## src/rtl/fft_vis_pkg.sv

```systemverilog
// Shared types and widths for the FFT visualizer bar-level path.
package fft_vis_pkg;

  localparam int CPLX_W = 36;
  localparam int HALF_W = 18;
  localparam int MAG_W  = 19;

  typedef struct packed {
    logic signed [HALF_W-1:0] re;
    logic signed [HALF_W-1:0] im;
  } cplx_t;

  typedef enum logic [1:0] {IDLE, CALC, DRAIN, PUBLISH} state_t;

endpackage

```

## src/rtl/fft_bar_levels_if.sv

```systemverilog
// FFT-result / bar-level bus between the FFT core side and fft_bar_levels.
// FFT_BAR_PEAK_HOLD_EN adds the peak_levels signal.
interface fft_bar_levels_if #(
  parameter int NUM_BINS = 16,
  parameter int NUM_BARS = 8,
  parameter int LEVEL_W  = 4
);
  import fft_vis_pkg::*;

  logic                         fft_done;
  logic [NUM_BINS*CPLX_W-1:0]   bins_in;
  logic [NUM_BARS*LEVEL_W-1:0]  bar_levels;
  logic                         bars_valid;
  logic                         busy;
  logic                         overrun;
`ifdef FFT_BAR_PEAK_HOLD_EN
  logic [NUM_BARS*LEVEL_W-1:0]  peak_levels;

  modport master (output fft_done, bins_in,
                  input  bar_levels, bars_valid, busy, overrun, peak_levels);
  modport slave  (input  fft_done, bins_in,
                  output bar_levels, bars_valid, busy, overrun, peak_levels);
`else
  modport master (output fft_done, bins_in,
                  input  bar_levels, bars_valid, busy, overrun);
  modport slave  (input  fft_done, bins_in,
                  output bar_levels, bars_valid, busy, overrun);
`endif

endinterface

```

## src/rtl/cplx_mag_approx.sv

```systemverilog
// Combinational complex magnitude estimate: saturating |re|,|im| then
// alpha-max-beta-min with alpha=1, beta=1/4+1/8.
module cplx_mag_approx
  import fft_vis_pkg::*;
(
  input  cplx_t             bin_i,
  output logic [MAG_W-1:0]  mag_o
);

  function automatic logic [HALF_W-2:0] sat_abs(input logic signed [HALF_W-1:0] x);
    // The most negative code has no positive twin, so clip it to full scale.
    if (x == {1'b1, {(HALF_W-1){1'b0}}}) return '1;
    else if (x < 0)                      return (HALF_W-1)'(-x);
    else                                 return (HALF_W-1)'(x);
  endfunction

  logic [HALF_W-2:0] abs_re, abs_im, mx, mn;

  assign abs_re = sat_abs(bin_i.re);
  assign abs_im = sat_abs(bin_i.im);
  assign mx     = (abs_re >= abs_im) ? abs_re : abs_im;
  assign mn     = (abs_re >= abs_im) ? abs_im : abs_re;
  assign mag_o  = MAG_W'(mx) + MAG_W'(mn >> 2) + MAG_W'(mn >> 3);

endmodule

```

## src/rtl/fft_bar_levels.sv

```systemverilog
// Converts FFT bins 0..NUM_BARS-1 into log-scaled bar heights, one bin per cycle.
// FFT_BAR_PEAK_HOLD_EN adds decaying peak-hold levels.
module fft_bar_levels
  import fft_vis_pkg::*;
#(
  parameter int NUM_BINS  = 16,
  parameter int NUM_BARS  = 8,
  parameter int LEVEL_W   = 4,
  parameter int MAX_LEVEL = 15,
  parameter int LOG_FLOOR = 4
`ifdef FFT_BAR_PEAK_HOLD_EN
  , parameter int DECAY_FRAMES = 2
`endif
) (
  input  logic            clk,
  input  logic            reset,
  fft_bar_levels_if.slave bus
);

  localparam int IDX_W = (NUM_BARS > 1) ? $clog2(NUM_BARS) : 1;
  localparam logic [IDX_W-1:0] LAST_IDX = IDX_W'(NUM_BARS - 1);

  state_t                      state_q, state_d;
  logic                        done_q, rise;
  cplx_t                       snap_q   [NUM_BARS];
  logic [LEVEL_W-1:0]          shadow_q [NUM_BARS];
  logic [IDX_W-1:0]            idx_q;
  logic [MAG_W-1:0]            mag_q, mag_w;
  logic [NUM_BARS*LEVEL_W-1:0] bar_q;
  logic                        valid_q, busy_q, overrun_q;

  function automatic logic [LEVEL_W-1:0] mag_to_level(input logic [MAG_W-1:0] m);
    int pos;
    int lvl;
    pos = -1;
    for (int i = 0; i < MAG_W; i++) if (m[i]) pos = i;
    if (pos < 0) return '0;
    lvl = pos + 1 - LOG_FLOOR;
    if (lvl < 0)              lvl = 0;
    else if (lvl > MAX_LEVEL) lvl = MAX_LEVEL;
    return LEVEL_W'(lvl);
  endfunction

  assign rise = bus.fft_done & ~done_q;

  generate
    if (NUM_BARS < NUM_BINS) begin : g_unused_bins
      logic unused_bins;
      assign unused_bins = ^bus.bins_in[NUM_BINS*CPLX_W-1:NUM_BARS*CPLX_W];
    end
  endgenerate

  cplx_mag_approx u_mag (
    .bin_i (snap_q[idx_q]),
    .mag_o (mag_w)
  );

  always_ff @(posedge clk or posedge reset) begin
    if (reset) state_q <= IDLE;
    else       state_q <= state_d;
  end

  always_comb begin
    // NOTE: defaulting state_d first means every path assigns it, so no latch is inferred.
    state_d = state_q;
    case (state_q)
      IDLE:    if (rise) state_d = CALC;
      CALC:    if (idx_q == LAST_IDX) state_d = DRAIN;
      DRAIN:   state_d = PUBLISH;
      PUBLISH: state_d = IDLE;
      default: state_d = IDLE;
    endcase
  end

  always_ff @(posedge clk or posedge reset) begin
    if (reset) begin
      done_q    <= 1'b0;
      idx_q     <= '0;
      mag_q     <= '0;
      bar_q     <= '0;
      valid_q   <= 1'b0;
      busy_q    <= 1'b0;
      overrun_q <= 1'b0;
      // NOTE: snapshot and shadow are small register arrays, so clearing them on reset is cheap.
      for (int k = 0; k < NUM_BARS; k++) begin
        snap_q[k]   <= '0;
        shadow_q[k] <= '0;
      end
    end else begin
      // NOTE: non-blocking updates let every register see pre-edge values of the others.
      done_q    <= bus.fft_done;
      valid_q   <= 1'b0;
      overrun_q <= rise && (state_q != IDLE);
      case (state_q)
        IDLE: if (rise) begin
          for (int k = 0; k < NUM_BARS; k++)
            snap_q[k] <= cplx_t'(bus.bins_in[CPLX_W*k +: CPLX_W]);
          idx_q  <= '0;
          busy_q <= 1'b1;
        end
        CALC: begin
          mag_q <= mag_w;
          idx_q <= idx_q + 1'b1;
          // mag_q holds the previous bin's magnitude once the pipeline is primed.
          if (idx_q != '0) shadow_q[idx_q - 1'b1] <= mag_to_level(mag_q);
        end
        DRAIN: shadow_q[NUM_BARS-1] <= mag_to_level(mag_q);
        PUBLISH: begin
          for (int k = 0; k < NUM_BARS; k++)
            bar_q[LEVEL_W*k +: LEVEL_W] <= shadow_q[k];
          valid_q <= 1'b1;
          busy_q  <= 1'b0;
        end
        default: ;
      endcase
    end
  end

  assign bus.bar_levels = bar_q;
  assign bus.bars_valid = valid_q;
  assign bus.busy       = busy_q;
  assign bus.overrun    = overrun_q;

`ifdef FFT_BAR_PEAK_HOLD_EN
  localparam int FC_W = (DECAY_FRAMES > 1) ? $clog2(DECAY_FRAMES) : 1;

  logic [FC_W-1:0]             frame_cnt_q;
  logic [NUM_BARS*LEVEL_W-1:0] peak_q;
  logic                        tick;

  assign tick = (frame_cnt_q == FC_W'(DECAY_FRAMES - 1));

  // Peaks rise instantly and fall one step every DECAY_FRAMES published frames.
  always_ff @(posedge clk or posedge reset) begin
    if (reset) begin
      frame_cnt_q <= '0;
      peak_q      <= '0;
    end else if (state_q == PUBLISH) begin
      frame_cnt_q <= tick ? '0 : frame_cnt_q + 1'b1;
      for (int k = 0; k < NUM_BARS; k++) begin
        if (shadow_q[k] >= peak_q[LEVEL_W*k +: LEVEL_W])
          peak_q[LEVEL_W*k +: LEVEL_W] <= shadow_q[k];
        else if (tick && (peak_q[LEVEL_W*k +: LEVEL_W] != '0))
          peak_q[LEVEL_W*k +: LEVEL_W] <= peak_q[LEVEL_W*k +: LEVEL_W] - 1'b1;
      end
    end
  end

  assign bus.peak_levels = peak_q;
`endif

endmodule

```

## src/flat_wrapper.sv

```systemverilog
// flat-port wrapper written by rule: the top's interface ports become plain ports
module fft_bar_levels_flat import fft_vis_pkg::*;
#(
  parameter int NUM_BINS  = 16,
  parameter int NUM_BARS  = 8,
  parameter int LEVEL_W   = 4,
  parameter int MAX_LEVEL = 15,
  parameter int LOG_FLOOR = 4

)
  (clk, reset, bus_fft_done, bus_bins_in, bus_bar_levels, bus_bars_valid, bus_busy, bus_overrun);
  fft_bar_levels_if #(.NUM_BINS(NUM_BINS), .NUM_BARS(NUM_BARS), .LEVEL_W(LEVEL_W)) bus_i ();
  input  logic clk;
  input  logic reset;
  input wire logic [$bits(bus_i.fft_done)-1:0] bus_fft_done;
  input wire logic [$bits(bus_i.bins_in)-1:0] bus_bins_in;
  output wire logic [$bits(bus_i.bar_levels)-1:0] bus_bar_levels;
  output wire logic [$bits(bus_i.bars_valid)-1:0] bus_bars_valid;
  output wire logic [$bits(bus_i.busy)-1:0] bus_busy;
  output wire logic [$bits(bus_i.overrun)-1:0] bus_overrun;
  assign bus_i.fft_done = bus_fft_done;
  assign bus_i.bins_in = bus_bins_in;
  assign bus_bar_levels = bus_i.bar_levels;
  assign bus_bars_valid = bus_i.bars_valid;
  assign bus_busy = bus_i.busy;
  assign bus_overrun = bus_i.overrun;
  fft_bar_levels #(.NUM_BINS(NUM_BINS), .NUM_BARS(NUM_BARS), .LEVEL_W(LEVEL_W), .MAX_LEVEL(MAX_LEVEL), .LOG_FLOOR(LOG_FLOOR)) u_core (.clk(clk), .reset(reset), .bus(bus_i));
endmodule
```

## config.mk

```make
export PLATFORM = sky130hd
export DESIGN_NAME = fft_bar_levels_flat
export DESIGN_NICKNAME = d
export VERILOG_FILES = /design/src/rtl/fft_vis_pkg.sv /design/src/rtl/fft_bar_levels_if.sv /design/src/rtl/cplx_mag_approx.sv /design/src/rtl/fft_bar_levels.sv /design/src/flat_wrapper.sv
export SDC_FILE = /design/constraint.sdc
export NUM_CORES = 1
export LEC_CHECK = 0
export ABC_AREA = 1
export BUFFER_PORTS_ARGS = -buffer_cell sky130_fd_sc_hd__buf_2
export CORE_MARGIN = 2
export CORE_UTILIZATION = 38
export CTS_CLUSTER_DIAMETER = 100
export DETAILED_ROUTE_END_ITERATION = 10
export SYNTH_ARGS = -nofsm -noshare
export SYNTH_HDL_FRONTEND = slang
export SYNTH_HIERARCHICAL = 1
export SYNTH_SLANG_ARGS = --single-unit
```

## constraint.sdc

```tcl
create_clock -name clk -period 14.8 [get_ports clk]
set_input_delay 1.48 -clock clk [delete_from_list [all_inputs] [get_ports clk]]
set_output_delay 1.48 -clock clk [all_outputs]
set_load 0.1 [all_outputs]
```

**Yosys cells after proc, flatten, opt, wreduce, memory -nomap -nowiden**

Cells that the tools add are included.

- Word-level logic and storage cells: 140
- Register bits after elaboration: 380
- Output and inout bits: 35
- Bits of input ports: 579

- $lt $le $gt $ge: 12
- Muxes and demuxes: 59
- Reductions and logical operators: 14
- Equality and inequality tests: 9
- Add/subtract/negate cells: 10
- Bitwise logic cells: 4

Operators with widths:

| cell | count |
|---|---|
| $mux W32 | 22 |
| $lt A32 B1 Y1 const B | 4 |
| $bmux W36 S3 | 1 |
| $mux W17 | 6 |
| $mux W36 | 2 |
| $add A32 B2 Y32 const B | 2 |
| $gt A32 B5 Y1 const B | 2 |
| $sub A32 B4 Y32 const B | 2 |
| $mux W4 | 12 |
| $eq A18 B18 Y1 const B | 2 |
| $lt A18 B1 Y1 const B | 2 |
| $neg A17 Y17 | 2 |
| $bwmux W32 | 1 |
| $add A18 B14 Y19 | 1 |
| $add A17 B15 Y18 | 1 |
| $ge A17 B17 Y1 | 1 |
| $demux W4 S3 | 1 |
| $reduce_and A2 Y1 | 6 |
| $ge A4 B4 Y1 const B | 2 |
| $not A3 Y4 | 2 |
| $pmux W2 S4 | 1 |
| $pmux W4 S2 | 1 |
| $reduce_bool A2 Y1 | 4 |
| $mux W1 | 7 |
| 16 further kinds | 21 |

**Depth between registers and ports, before layout**

Gate-level depths: netlist of the first run.

- Word-level depth: 32
- Depth in mapped cells: 50
- Gate-level depth less buffers: 46

**Modules after synthesis**

The synthesis of the first run kept the hierarchy.

By module, submodules not included:

| module | seq. area each (sq um) | area each (sq um) | cells each | times used |
|---|---|---|---|---|
| fft_bar_levels | 9,509.1 | 17,010.1 | 1,618 | 1 |
| cplx_mag_approx | 0.0 | 3,444.6 | 602 | 1 |

**Least setup slack after synthesis of the first run**

OpenSTA, ideal clock, no wires.

- Path type: flip-flop to flip-flop
- Start: reg u_core.idx_q[0]
- End: reg u_core.mag_q[16]
- Clock period less this slack: 6.762 ns
- Path slack: 8.038 ns
- Arrival time: 6.629 ns
- Buffers on the path: 6
- Required time: 14.667 ns
- Stages on the path, launching flop included: 49
- Setup time: 0.133 ns
- Cells stage by stage: dfrtp_1 > clkbuf_1 > inv_1 > clkbuf_1 > buf_2 > nor2_1 > o22ai_1 > nor2_1 > a31oi_1 > inv_1 > ha_1 > nand2_1 > nor2_4 > nand3_4 > buf_2 > o21ai_0 > a21oi_1 > inv_1 > [13 not listed] > inv_1 > fa_1 > o21ai_1 > a31oi_1 > o21ai_0 > xor2_1 > ha_1 > nand2_1 > nor2_1 > nand3_1 > or2_1 > nand2_1 > nand3_1 > nand3b_1 > nand2_1 > nand2_1 > nand2_1 > o21ai_0

- Cells in the longest elaborated chain, start to end: 11
- Elaborated cells on any way between the ends: 19
- Classes of those cells: add/sub: 4; order compare: 3; eq/ne: 2; mux: 9; bitwise: 1

RTL lines:

| what | RTL line | text |
|---|---|---|
| from (decl) | fft_bar_levels.sv:27 | `logic [IDX_W-1:0] idx_q;` |
| from (signal assigned) | fft_bar_levels.sv:103 | `idx_q <= idx_q + 1'b1;` |
| $not A3 Y4 (not written as such) (*) | fft_bar_levels.sv:54 | `.bin_i (snap_q[idx_q]),` |
| $bmux W36 S3 (*) | fft_bar_levels.sv:54 |  |
| $mux W36 (not written as such) (*) (2 in a row) | fft_bar_levels.sv:54 |  |
| $neg A17 Y17 / $lt A18 B1 Y1 (equally long branches) | cplx_mag_approx.sv:13 | `else if (x < 0) return (HALF_W-1)'(-x);` |
| $mux W17 | cplx_mag_approx.sv:13 |  |
| $mux W17 | cplx_mag_approx.sv:12 | `if (x == {1'b1, {(HALF_W-1){1'b0}}}) return '1;` |
| $ge A17 B17 Y1 | cplx_mag_approx.sv:21, cplx_mag_approx.sv:22 |  |
| $mux W17 (on tied branches) | cplx_mag_approx.sv:21, cplx_mag_approx.sv:22 |  |
| $add A17 B15 Y18 | cplx_mag_approx.sv:23 | `assign mag_o = MAG_W'(mx) + MAG_W'(mn >> 2) + MAG_W'(mn >> 3);` |
| $add A18 B14 Y19 (*) | cplx_mag_approx.sv:23 |  |
| net u_core.mag_w[16] | fft_bar_levels.sv:28 | `logic [MAG_W-1:0] mag_q, mag_w;` |
| to (signal assigned) | fft_bar_levels.sv:102 | `mag_q <= mag_w;` |
| to (decl) | fft_bar_levels.sv:28 |  |

The timed path passes the listed nets; every way through them passes the cells marked *. The select of a mux whose other input is x is not followed.
A chain may end at the register's enable or synchronous reset.

**Worst setup path in the final report of the first run**

Same ends and word-level chain as after synthesis.

==> results of run 1 <==
[worst max-delay path by stage]
| stage | cells after the start | to |
|---|---|---|
| floorplan | 1 | u_core/bus.bar_levels[0] |
| global placement | 42 | u_core/mag_q[16] |
| detailed placement | 42 | u_core/mag_q[16] |
| CTS | 42 | u_core/mag_q[16] |
| global route | 42 | u_core/mag_q[16] |
| finish | 42 | u_core/mag_q[16] |
[routing by layer]
| metal | vias to the layer above | track usage | part of all wire |
|---|---|---|---|
| li1 | 8039 | - | - |
| met5 | - | 0 | 0.0050 |
| met1 | 7847 | 0.278 | 0.44 |
| met2 | 377 | 0.352 | 0.46 |
| met4 | 44 | 0.0539 | 0.023 |
| met3 | 119 | 0.0624 | 0.067 |
[through the flow]
stage | utilization | worst slack (ns) | cell area, um2
3_5_place_dp | 0.424 | 5.49 | 22700
4_1_cts | 0.451 | 5.45 | 24100
3_3_place_gp | 0.424 | 5.45 | 22700
5_1_grt | 0.451 | 4.54 | 24100
6_report | 0.451 | 5.42 | 24200
2_1_floorplan | - | 2.76 | 20500
[logic make-up after synthesis]
logic type	Yosys count	share of synthesized area
buffers and inverters	315	0.0598
AND/OR/NAND/NOR	653	0.139
other	1	0.000183
AO/OA/AOI/OAI	513	0.140
XOR/XNOR	41	0.0176
flip-flops	380	0.465
adder cells (fa/ha/maj)	68	0.0423
multiplexers	249	0.137
[worst min-delay path: stages (launching register included)]
cell	delay [ns]
dfrtp_1	0.34
nand2_1	0.05
o21ai_0	0.06
[registers in the layout, summed over array words and instances (netlist names)]
| name | cells |
|---|---|
| u_core/snap_q | 288 |
| u_core/bus.bar_levels | 32 |
| u_core/shadow_q | 32 |
| u_core/mag_q | 19 |
| u_core/idx_q | 3 |
| u_core/state_q | 2 |
| u_core/bus.bars_valid | 1 |
| u_core/bus.busy | 1 |
| u_core/bus.overrun | 1 |
| u_core/done_q | 1 |
[layout make-up]
cell class / instances / area [um2]
fill: 5187 / 29300
sequential: 380 / 9520
timing repair buffer: 342 / 1770
clock buffer: 55 / 1200
antenna: 11 / 27.5
multi-input combinational: 1525 / 9740
tap: 696 / 871
clock inverter: 20 / 265
inverter: 202 / 766
[layout by cell type (no fill, tap or decap), types with 5 or more instances in the layout]
cell type and count:
dfrtp_1 377, buf_2 325, nand2_1 298, nor2_1 251, mux2_2 249, o21ai_0 207, inv_1 198, a21oi_1 157
ha_1 66, clkbuf_16 43, a31oi_1 40, o211ai_1 38, o22ai_1 33, nand3_1 30, xor2_1 28, buf_4 16
nand2_2 13, xnor2_1 13, diode_2 11, o21ai_2 11, nor2_2 9, clkbuf_8 8, o21ai_1 8, nor3_1 7
nand4_1 7, clkinv_2 6, nand2_4 6, nor2_4 6, bufinv_16 5, nand3_2 5
==> impl_results.html, run 1 <==
<table>
<tr><th>Metric</th><th>Value</th></tr>
<tr><th colspan="2">Run status</th></tr>
<tr><td>Outcome</td><td>complete, no violations</td></tr>
<tr><th colspan="2">Synthesis</th></tr>
<tr><td>Most frequently used cell type in the post-synthesis netlist</td><td>dfrtp_1</td></tr>
<tr><td>Async set-reset flop share out of synthesis</td><td>1.00</td></tr>
<tr><td>Count of yosys warnings during synthesis</td><td>6</td></tr>
<tr><td>Top cells by instance count after synthesis</td><td>dfrtp_1 (380), nand2_1 (298), nor2_1 (251)</td></tr>
<tr><td>Area fraction of the dominant cell type after synthesis</td><td>0.465</td></tr>
<tr><td>Largest cells by area after synthesis</td><td>dfrtp_1 (46%), mux2_2 (14%), nand2_1 (5.5%)</td></tr>
<tr><td>Netlist cell types</td><td>52</td></tr>
<tr><td>Most instantiated flip-flop cell in the synthesis netlist</td><td>dfrtp_1</td></tr>
<tr><td>Cell count after synthesis</td><td>2,220</td></tr>
<tr><td>Number of flip-flops and latches in the synthesized netlist</td><td>380</td></tr>
<tr><td>Syn Area/Cell</td><td>9.21 um2</td></tr>
<tr><td>Number of flops mapped to enable cells by yosys</td><td>0</td></tr>
<tr><td>Number of nets produced by synthesis</td><td>2,867</td></tr>
<tr><td>Synthesized cell area</td><td>0.0205 mm2</td></tr>
<tr><td>Cell taking the most area after synthesis</td><td>dfrtp_1</td></tr>
<tr><td>Post-synthesis sequential area ratio</td><td>0.465</td></tr>
<tr><th colspan="2">STA</th></tr>
<tr><td>Unrepaired setup endpoints after global routing</td><td>no</td></tr>
<tr><td>Clock tree skew after final layout</td><td>0.0218 ns</td></tr>
<tr><td>Final number of hold-violating endpoints</td><td>0</td></tr>
<tr><td>Actual slew at the worst max-slew pin</td><td>1.19 ns</td></tr>
<tr><td>Total negative slack for setup checks</td><td>0 ns</td></tr>
<tr><td>Max frequency</td><td>107 MHz</td></tr>
<tr><td>Clock period minus worst slack</td><td>9.38 ns</td></tr>
<tr><td>Fin crit share</td><td>0.634</td></tr>
<tr><td>Final setup violation count</td><td>0</td></tr>
<tr><td>Final-layout worst hold slack</td><td>0.478 ns</td></tr>
<tr><td>Final count of pins violating max slew</td><td>0</td></tr>
<tr><td>Worst rel slew slack</td><td>0.208</td></tr>
<tr><th colspan="2">Min path</th></tr>
<tr><td>Worst Min Path Start</td><td>u_core/shadow_q[24]</td></tr>
<tr><td>Worst min path class</td><td>reg -&gt; reg</td></tr>
<tr><td>Hold endpoint</td><td>u_core/shadow_q[24]</td></tr>
<tr><td>Instance count along the most critical hold path</td><td>2</td></tr>
<tr><th colspan="2">Drt</th></tr>
<tr><td>1st-pass router iterations</td><td>5</td></tr>
<tr><td>Routed wirelength normalized by instance count</td><td>18.6 um</td></tr>
<tr><td>Total detailed-routing wirelength</td><td>60.1 mm</td></tr>
<tr><td>Remaining design rule violation count</td><td>0</td></tr>
<tr><td>Number of vias in the routed layout</td><td>16,400</td></tr>
<tr><td>Detail Route Antenna Nets</td><td>0</td></tr>
<tr><td>Number of vias per cell</td><td>5.08</td></tr>
<tr><td>Starting DRT DRC Count</td><td>1,032</td></tr>
<tr><th colspan="2">Floorplan</th></tr>
<tr><td>Total Die Area</td><td>0.0557 mm2</td></tr>
<tr><td>Standard-cell row count</td><td>85</td></tr>
<tr><td>Core box area</td><td>0.0535 mm2</td></tr>
<tr><td>Width of the chip</td><td>236 um</td></tr>
<tr><td>Die height</td><td>236 um</td></tr>
<tr><td>Initial cell density of the core</td><td>0.382</td></tr>
<tr><td>Io pins</td><td>614</td></tr>
<tr><th colspan="2">Critical path</th></tr>
<tr><td>Worst Path Required</td><td>15.23 ns</td></tr>
<tr><td>Arrival @ worst endpoint</td><td>9.81 ns</td></tr>
<tr><td>Startpoint of the worst-slack reg-to-reg timing path</td><td>u_core/idx_q[0]</td></tr>
<tr><td>Critical Path Slowest Stage Cell</td><td>dfrtp_4</td></tr>
<tr><td>Worst setup path startpoint</td><td>u_core/idx_q[0]</td></tr>
<tr><td>Worst setup path class</td><td>reg -&gt; reg</td></tr>
<tr><td>Library cell appearing most often on the critical path</td><td>nand2_1</td></tr>
<tr><td>Setup slack on the worst flop-to-flop path</td><td>5.42 ns</td></tr>
<tr><td>Critical Path Fanout Max</td><td>88</td></tr>
<tr><td>Capturing element type of the critical path</td><td>register</td></tr>
<tr><td>Worst stage delay on the critical path</td><td>0.82 ns</td></tr>
<tr><td>Path depth of the worst reg2reg path</td><td>42</td></tr>
<tr><td>R2r endpoint</td><td>u_core/mag_q[16]</td></tr>
<tr><td>Type of element launching the critical path</td><td>register</td></tr>
<tr><td>Critical path buffers and inverters</td><td>3</td></tr>
<tr><td>Kind of cell adding the most delay to the critical path</td><td>simple AND/OR/NAND/NOR gates</td></tr>
<tr><th colspan="2">Clock tree</th></tr>
<tr><td>Clk sink count</td><td>380</td></tr>
<tr><td>H-tree Lvls</td><td>2</td></tr>
<tr><td>Number of cells upsized or downsized after cts</td><td>0</td></tr>
<tr><td>CTS Hold Buffers Added</td><td>0</td></tr>
<tr><td>Clock transition time at the flip-flop clock pins of the worst setup and hold paths</td><td>0.06 ns</td></tr>
<tr><td>Clk_lat worst skew</td><td>0.57 ns</td></tr>
<tr><td>Number of setup buffers added after CTS</td><td>0</td></tr>
<tr><td>Clock tree from TritonCTS</td><td>done</td></tr>
<tr><td>CTS buffer count</td><td>43</td></tr>
<tr><td>Worst-case clock buffer depth</td><td>3</td></tr>
<tr><td>Master cell of the clock root buffer</td><td>clkbuf_16</td></tr>
<tr><th colspan="2">Global route</th></tr>
<tr><td>Maximum number of pins on one net before global-route repair</td><td>204</td></tr>
<tr><td>Combined global-route utilization of all metal layers</td><td>0.214</td></tr>
<tr><td>Overall overflow remaining after global route</td><td>0</td></tr>
<tr><td>Global-route wire length before repair</td><td>93.5 mm</td></tr>
<tr><td>Initial antenna violation count</td><td>32</td></tr>
<tr><td>Number of global-route vias before repair</td><td>16,600</td></tr>
<tr><th colspan="2">Placement</th></tr>
<tr><td>Detailed-placement wirelength estimate</td><td>44.5 mm</td></tr>
<tr><td>Placed Cells incl. Taps</td><td>3,145</td></tr>
<tr><td>Final weighted congestion in routability-driven placement</td><td>0.906</td></tr>
<tr><td>Number of port buffers</td><td>325</td></tr>
<tr><th colspan="2">Finish</th></tr>
<tr><td>Final #Nets</td><td>3,141</td></tr>
<tr><td>Relative area change from synthesis to final layout</td><td>18.1%</td></tr>
<tr><td>Final instance count without filler cells</td><td>3,231</td></tr>
<tr><td>Share of final-layout standard cells stronger than drive strength 1</td><td>0.291</td></tr>
<tr><th colspan="2">Flow run</th></tr>
<tr><td>Number of max-cap violations</td><td>0</td></tr>
</table>
Power of run 1 is not shown: default switching activity piles up to over one toggle a cycle in this logic, so the estimate is an artifact.
==> inputs of run 2 (changes only) <==
==> constraint.sdc (replaced) <==
create_clock -name clk -period 9.4 [get_ports clk]
set_input_delay 0.94 -clock clk [delete_from_list [all_inputs] [get_ports clk]]
set_output_delay 0.94 -clock clk [all_outputs]
set_load 0.1 [all_outputs]
==> run 2 against run 1 <==
Compared with the run above: core utilization is 0.32 points higher; count of clock-buffer cells in the layout is 7 higher; hold slack worse by 0.022 ns; final cell count is 0.77% higher; register-to-register slack worse by 4.5 ns; largest cell class unchanged; maximum frequency is 10% higher; sequential share of layout area is 0.28 points lower; first-iteration DRC count is 11% lower; via count is 2.1% higher; routed wire length is 2.2% higher.
==> impl_results.html, run 2 (synthesis results as in run 1) <==
<table>
<tr><th>Metric</th><th>Value</th></tr>
<tr><th colspan="2">Critical path</th></tr>
<tr><td>Path depth of the worst reg2reg path</td><td>41 (-2.4%)</td></tr>
<tr><td>Library cell appearing most often on the critical path</td><td>nand2_1</td></tr>
<tr><td>Worst stage delay on the critical path</td><td>0.67 ns (-0.15 ns)</td></tr>
<tr><td>Worst Path Required</td><td>9.84 ns (-5.39 ns)</td></tr>
<tr><td>Setup slack on the worst flop-to-flop path</td><td>0.88 ns (-4.54 ns)</td></tr>
<tr><td>Startpoint of the worst-slack reg-to-reg timing path</td><td>u_core/idx_q[1]</td></tr>
<tr><td>R2r endpoint</td><td>u_core/mag_q[16]</td></tr>
<tr><td>Capturing element type of the critical path</td><td>register</td></tr>
<tr><td>Arrival @ worst endpoint</td><td>8.96 ns (-0.85 ns)</td></tr>
<tr><td>Critical Path Slowest Stage Cell</td><td>dfrtp_4</td></tr>
<tr><td>Worst setup path startpoint</td><td>u_core/idx_q[1]</td></tr>
<tr><td>Critical Path Fanout Max</td><td>34 (-61%)</td></tr>
<tr><td>Worst setup path class</td><td>reg -&gt; reg</td></tr>
<tr><td>Type of element launching the critical path</td><td>register</td></tr>
<tr><td>Worst setup path endpoint</td><td>u_core/mag_q[16]</td></tr>
<tr><th colspan="2">Global route</th></tr>
<tr><td>Global-route wire length before repair</td><td>94.9 mm (+1.5%)</td></tr>
<tr><td>Number of global-route vias before repair</td><td>17,100 (+3.0%)</td></tr>
<tr><td>Maximum number of pins on one net before global-route repair</td><td>191 (-6.4%)</td></tr>
<tr><td>Overall overflow remaining after global route</td><td>0 (unchanged)</td></tr>
<tr><td>Initial antenna violation count</td><td>43 (+34%)</td></tr>
<tr><td>Combined global-route utilization of all metal layers</td><td>0.218 (+0.00382)</td></tr>
<tr><th colspan="2">Floorplan</th></tr>
<tr><td>Io pins</td><td>614 (unchanged)</td></tr>
<tr><td>Total Die Area</td><td>0.0557 mm2 (unchanged)</td></tr>
<tr><td>Core box area</td><td>0.0535 mm2 (unchanged)</td></tr>
<tr><td>Standard-cell row count</td><td>85 (unchanged)</td></tr>
<tr><td>Initial cell density of the core</td><td>0.382 (unchanged)</td></tr>
<tr><td>Die height</td><td>236 um (unchanged)</td></tr>
<tr><td>Width of the chip</td><td>236 um (unchanged)</td></tr>
<tr><th colspan="2">STA</th></tr>
<tr><td>Max frequency</td><td>117 MHz (+10%)</td></tr>
<tr><td>Final count of pins violating max slew</td><td>0 (unchanged)</td></tr>
<tr><td>Clock tree skew after final layout</td><td>0.0176 ns (-0.00412 ns)</td></tr>
<tr><td>Fin crit share</td><td>0.906 (+0.272)</td></tr>
<tr><td>Total negative slack for setup checks</td><td>0 ns (unchanged)</td></tr>
<tr><td>Worst rel slew slack</td><td>0.0685 (-0.140)</td></tr>
<tr><td>Final setup violation count</td><td>0 (unchanged)</td></tr>
<tr><td>Final number of hold-violating endpoints</td><td>0 (unchanged)</td></tr>
<tr><td>Clock period minus worst slack</td><td>8.52 ns (-0.865 ns)</td></tr>
<tr><td>Unrepaired setup endpoints after global routing</td><td>no</td></tr>
<tr><td>Actual slew at the worst max-slew pin</td><td>1.40 ns (+0.210 ns)</td></tr>
<tr><th colspan="2">Clock tree</th></tr>
<tr><td>CTS Hold Buffers Added</td><td>0 (unchanged)</td></tr>
<tr><td>Worst-case clock buffer depth</td><td>3 (unchanged)</td></tr>
<tr><td>Clock transition time at the flip-flop clock pins of the worst setup and hold paths</td><td>0.06 ns (about the same)</td></tr>
<tr><td>Clk_lat worst skew</td><td>0.58 ns (about the same)</td></tr>
<tr><td>Master cell of the clock root buffer</td><td>clkbuf_16</td></tr>
<tr><td>Number of setup buffers added after CTS</td><td>0 (unchanged)</td></tr>
<tr><td>Clock tree from TritonCTS</td><td>done</td></tr>
<tr><td>Number of cells upsized or downsized after cts</td><td>0 (unchanged)</td></tr>
<tr><td>H-tree Lvls</td><td>2 (unchanged)</td></tr>
<tr><td>CTS buffer count</td><td>45 (+4.7%)</td></tr>
<tr><td>Clk sink count</td><td>380 (unchanged)</td></tr>
<tr><th colspan="2">Finish</th></tr>
<tr><td>Share of final-layout standard cells stronger than drive strength 1</td><td>0.294 (+0.00305)</td></tr>
<tr><td>Register with the most flip-flops</td><td>u_core/snap_q</td></tr>
<tr><td>Final #Nets</td><td>3,156 (+0.48%)</td></tr>
<tr><td>Relative area change from synthesis to final layout</td><td>18.9%</td></tr>
<tr><td>Commonest non-fill, non-tap cell in the layout</td><td>dfrtp_1</td></tr>
<tr><td>Flip-flop count of the largest register after layout</td><td>288 (unchanged)</td></tr>
<tr><td>Most frequent cells in the layout</td><td>dfrtp_1 (377), buf_2 (325), nand2_1 (298)</td></tr>
<tr><th colspan="2">Drt</th></tr>
<tr><td>Routed wirelength normalized by instance count</td><td>18.9 um (+1.5%)</td></tr>
<tr><td>Remaining design rule violation count</td><td>0 (unchanged)</td></tr>
<tr><td>Detail Route Antenna Nets</td><td>0 (unchanged)</td></tr>
<tr><td>1st-pass router iterations</td><td>5 (unchanged)</td></tr>
<tr><td>Total detailed-routing wirelength</td><td>61.5 mm (+2.2%)</td></tr>
<tr><td>Number of vias in the routed layout</td><td>16,800 (+2.1%)</td></tr>
<tr><td>Wire length on met1</td><td>26.0 mm (-2.3%)</td></tr>
<tr><td>Starting DRT DRC Count</td><td>917 (-11%)</td></tr>
<tr><td>Met2 WL post-DR</td><td>28.1 mm (+1.4%)</td></tr>
<tr><td>Highest Signal Layer</td><td>met5</td></tr>
<tr><td>Total met3 wirelength after detailed routing</td><td>4.77 mm (+18%)</td></tr>
<tr><td>Number of vias per cell</td><td>5.15 (+1.3%)</td></tr>
<tr><th colspan="2">Flow run</th></tr>
<tr><td>Number of max-cap violations</td><td>0 (unchanged)</td></tr>
<tr><th colspan="2">Placement</th></tr>
<tr><td>Detailed-placement wirelength estimate</td><td>45.9 mm (+3.1%)</td></tr>
<tr><td>Number of port buffers</td><td>325 (unchanged)</td></tr>
<tr><td>Final weighted congestion in routability-driven placement</td><td>0.863 (-4.8%)</td></tr>
<tr><th colspan="2">Min path</th></tr>
<tr><td>Worst min path class</td><td>in -&gt; async</td></tr>
<tr><th colspan="2">Run status</th></tr>
<tr><td>Outcome</td><td>complete, no violations</td></tr>
</table>
-- run 2: cell count changes in the layout (fill, tap and decap cells not counted), sizes merged --
cell | previous run | this run
buf | 342 | 355
clkbuf | 55 | 62
diode | 11 | 18
clkinv | 7 | 11
inv | 206 | 202
bufinv | 5 | 4
clkinvlp | 4 | 3
-- run 2: final cells by class --
| type | count | area [um2] |
|---|---|---|
| antenna | 18 | 45.0 |
| clock buffer | 62 | 1270 |
| clock inverter | 18 | 245 |
| fill | 5123 | 29200 |
| inverter | 202 | 762 |
| multi-input combinational | 1525 | 9740 |
| sequential | 380 | 9520 |
| tap | 696 | 871 |
| timing repair buffer | 355 | 1880 |
-- run 2: per-stage QoR --
| step | hold slack [ns] | area, um2 | utilization | worst slack (ns) | cells |
|---|---|---|---|---|---|
| 4_1_cts | 0.449 | 24300 | 0.454 | 0.919 | 3238 |
| 6_report | 0.456 | 24300 | 0.455 | 0.882 | 3256 |
| 3_5_place_dp | 0.469 | 22800 | 0.426 | 0.973 | 3158 |
| 3_3_place_gp | 0.461 | 22800 | 0.426 | 0.979 | 3158 |
| 5_1_grt | 0.477 | 24300 | 0.454 | 0.0966 | 3246 |
| 2_1_floorplan | 0.448 | 20500 | - | 2.64 | 2220 |
-- run 2: worst min-delay path by stage --
stage / start / end / depth (start not counted)
2_1_floorplan: u_core/shadow_q[10] / u_core/shadow_q[10] / 2
3_3_place_gp: u_core/shadow_q[23] / u_core/shadow_q[23] / 2
3_5_place_dp: u_core/shadow_q[20] / u_core/shadow_q[20] / 2
4_1_cts: reset / u_core/mag_q[0] / 2
5_1_grt: reset / u_core/mag_q[10] / 2
6_report: reset / u_core/mag_q[0] / 2
-- run 2: critical path: cells and delay by family, from the launching register on --
kind,cells,cell delay (ns)
compound gates,11,2.50
simple gates,22,2.74
buf+inv,4,1.27
flops,1,0.67
xor+xnor,1,0.10
fa+ha+maj,3,1.08
-- run 2: metal layers --
metal | up-vias | track usage
li1 | 8079 | -
met1 | 8051 | 0.271
met2 | 438 | 0.352
met3 | 149 | 0.0721
met4 | 46 | 0.0818
met5 | - | 0
Power of run 2 is left out for the same reason.
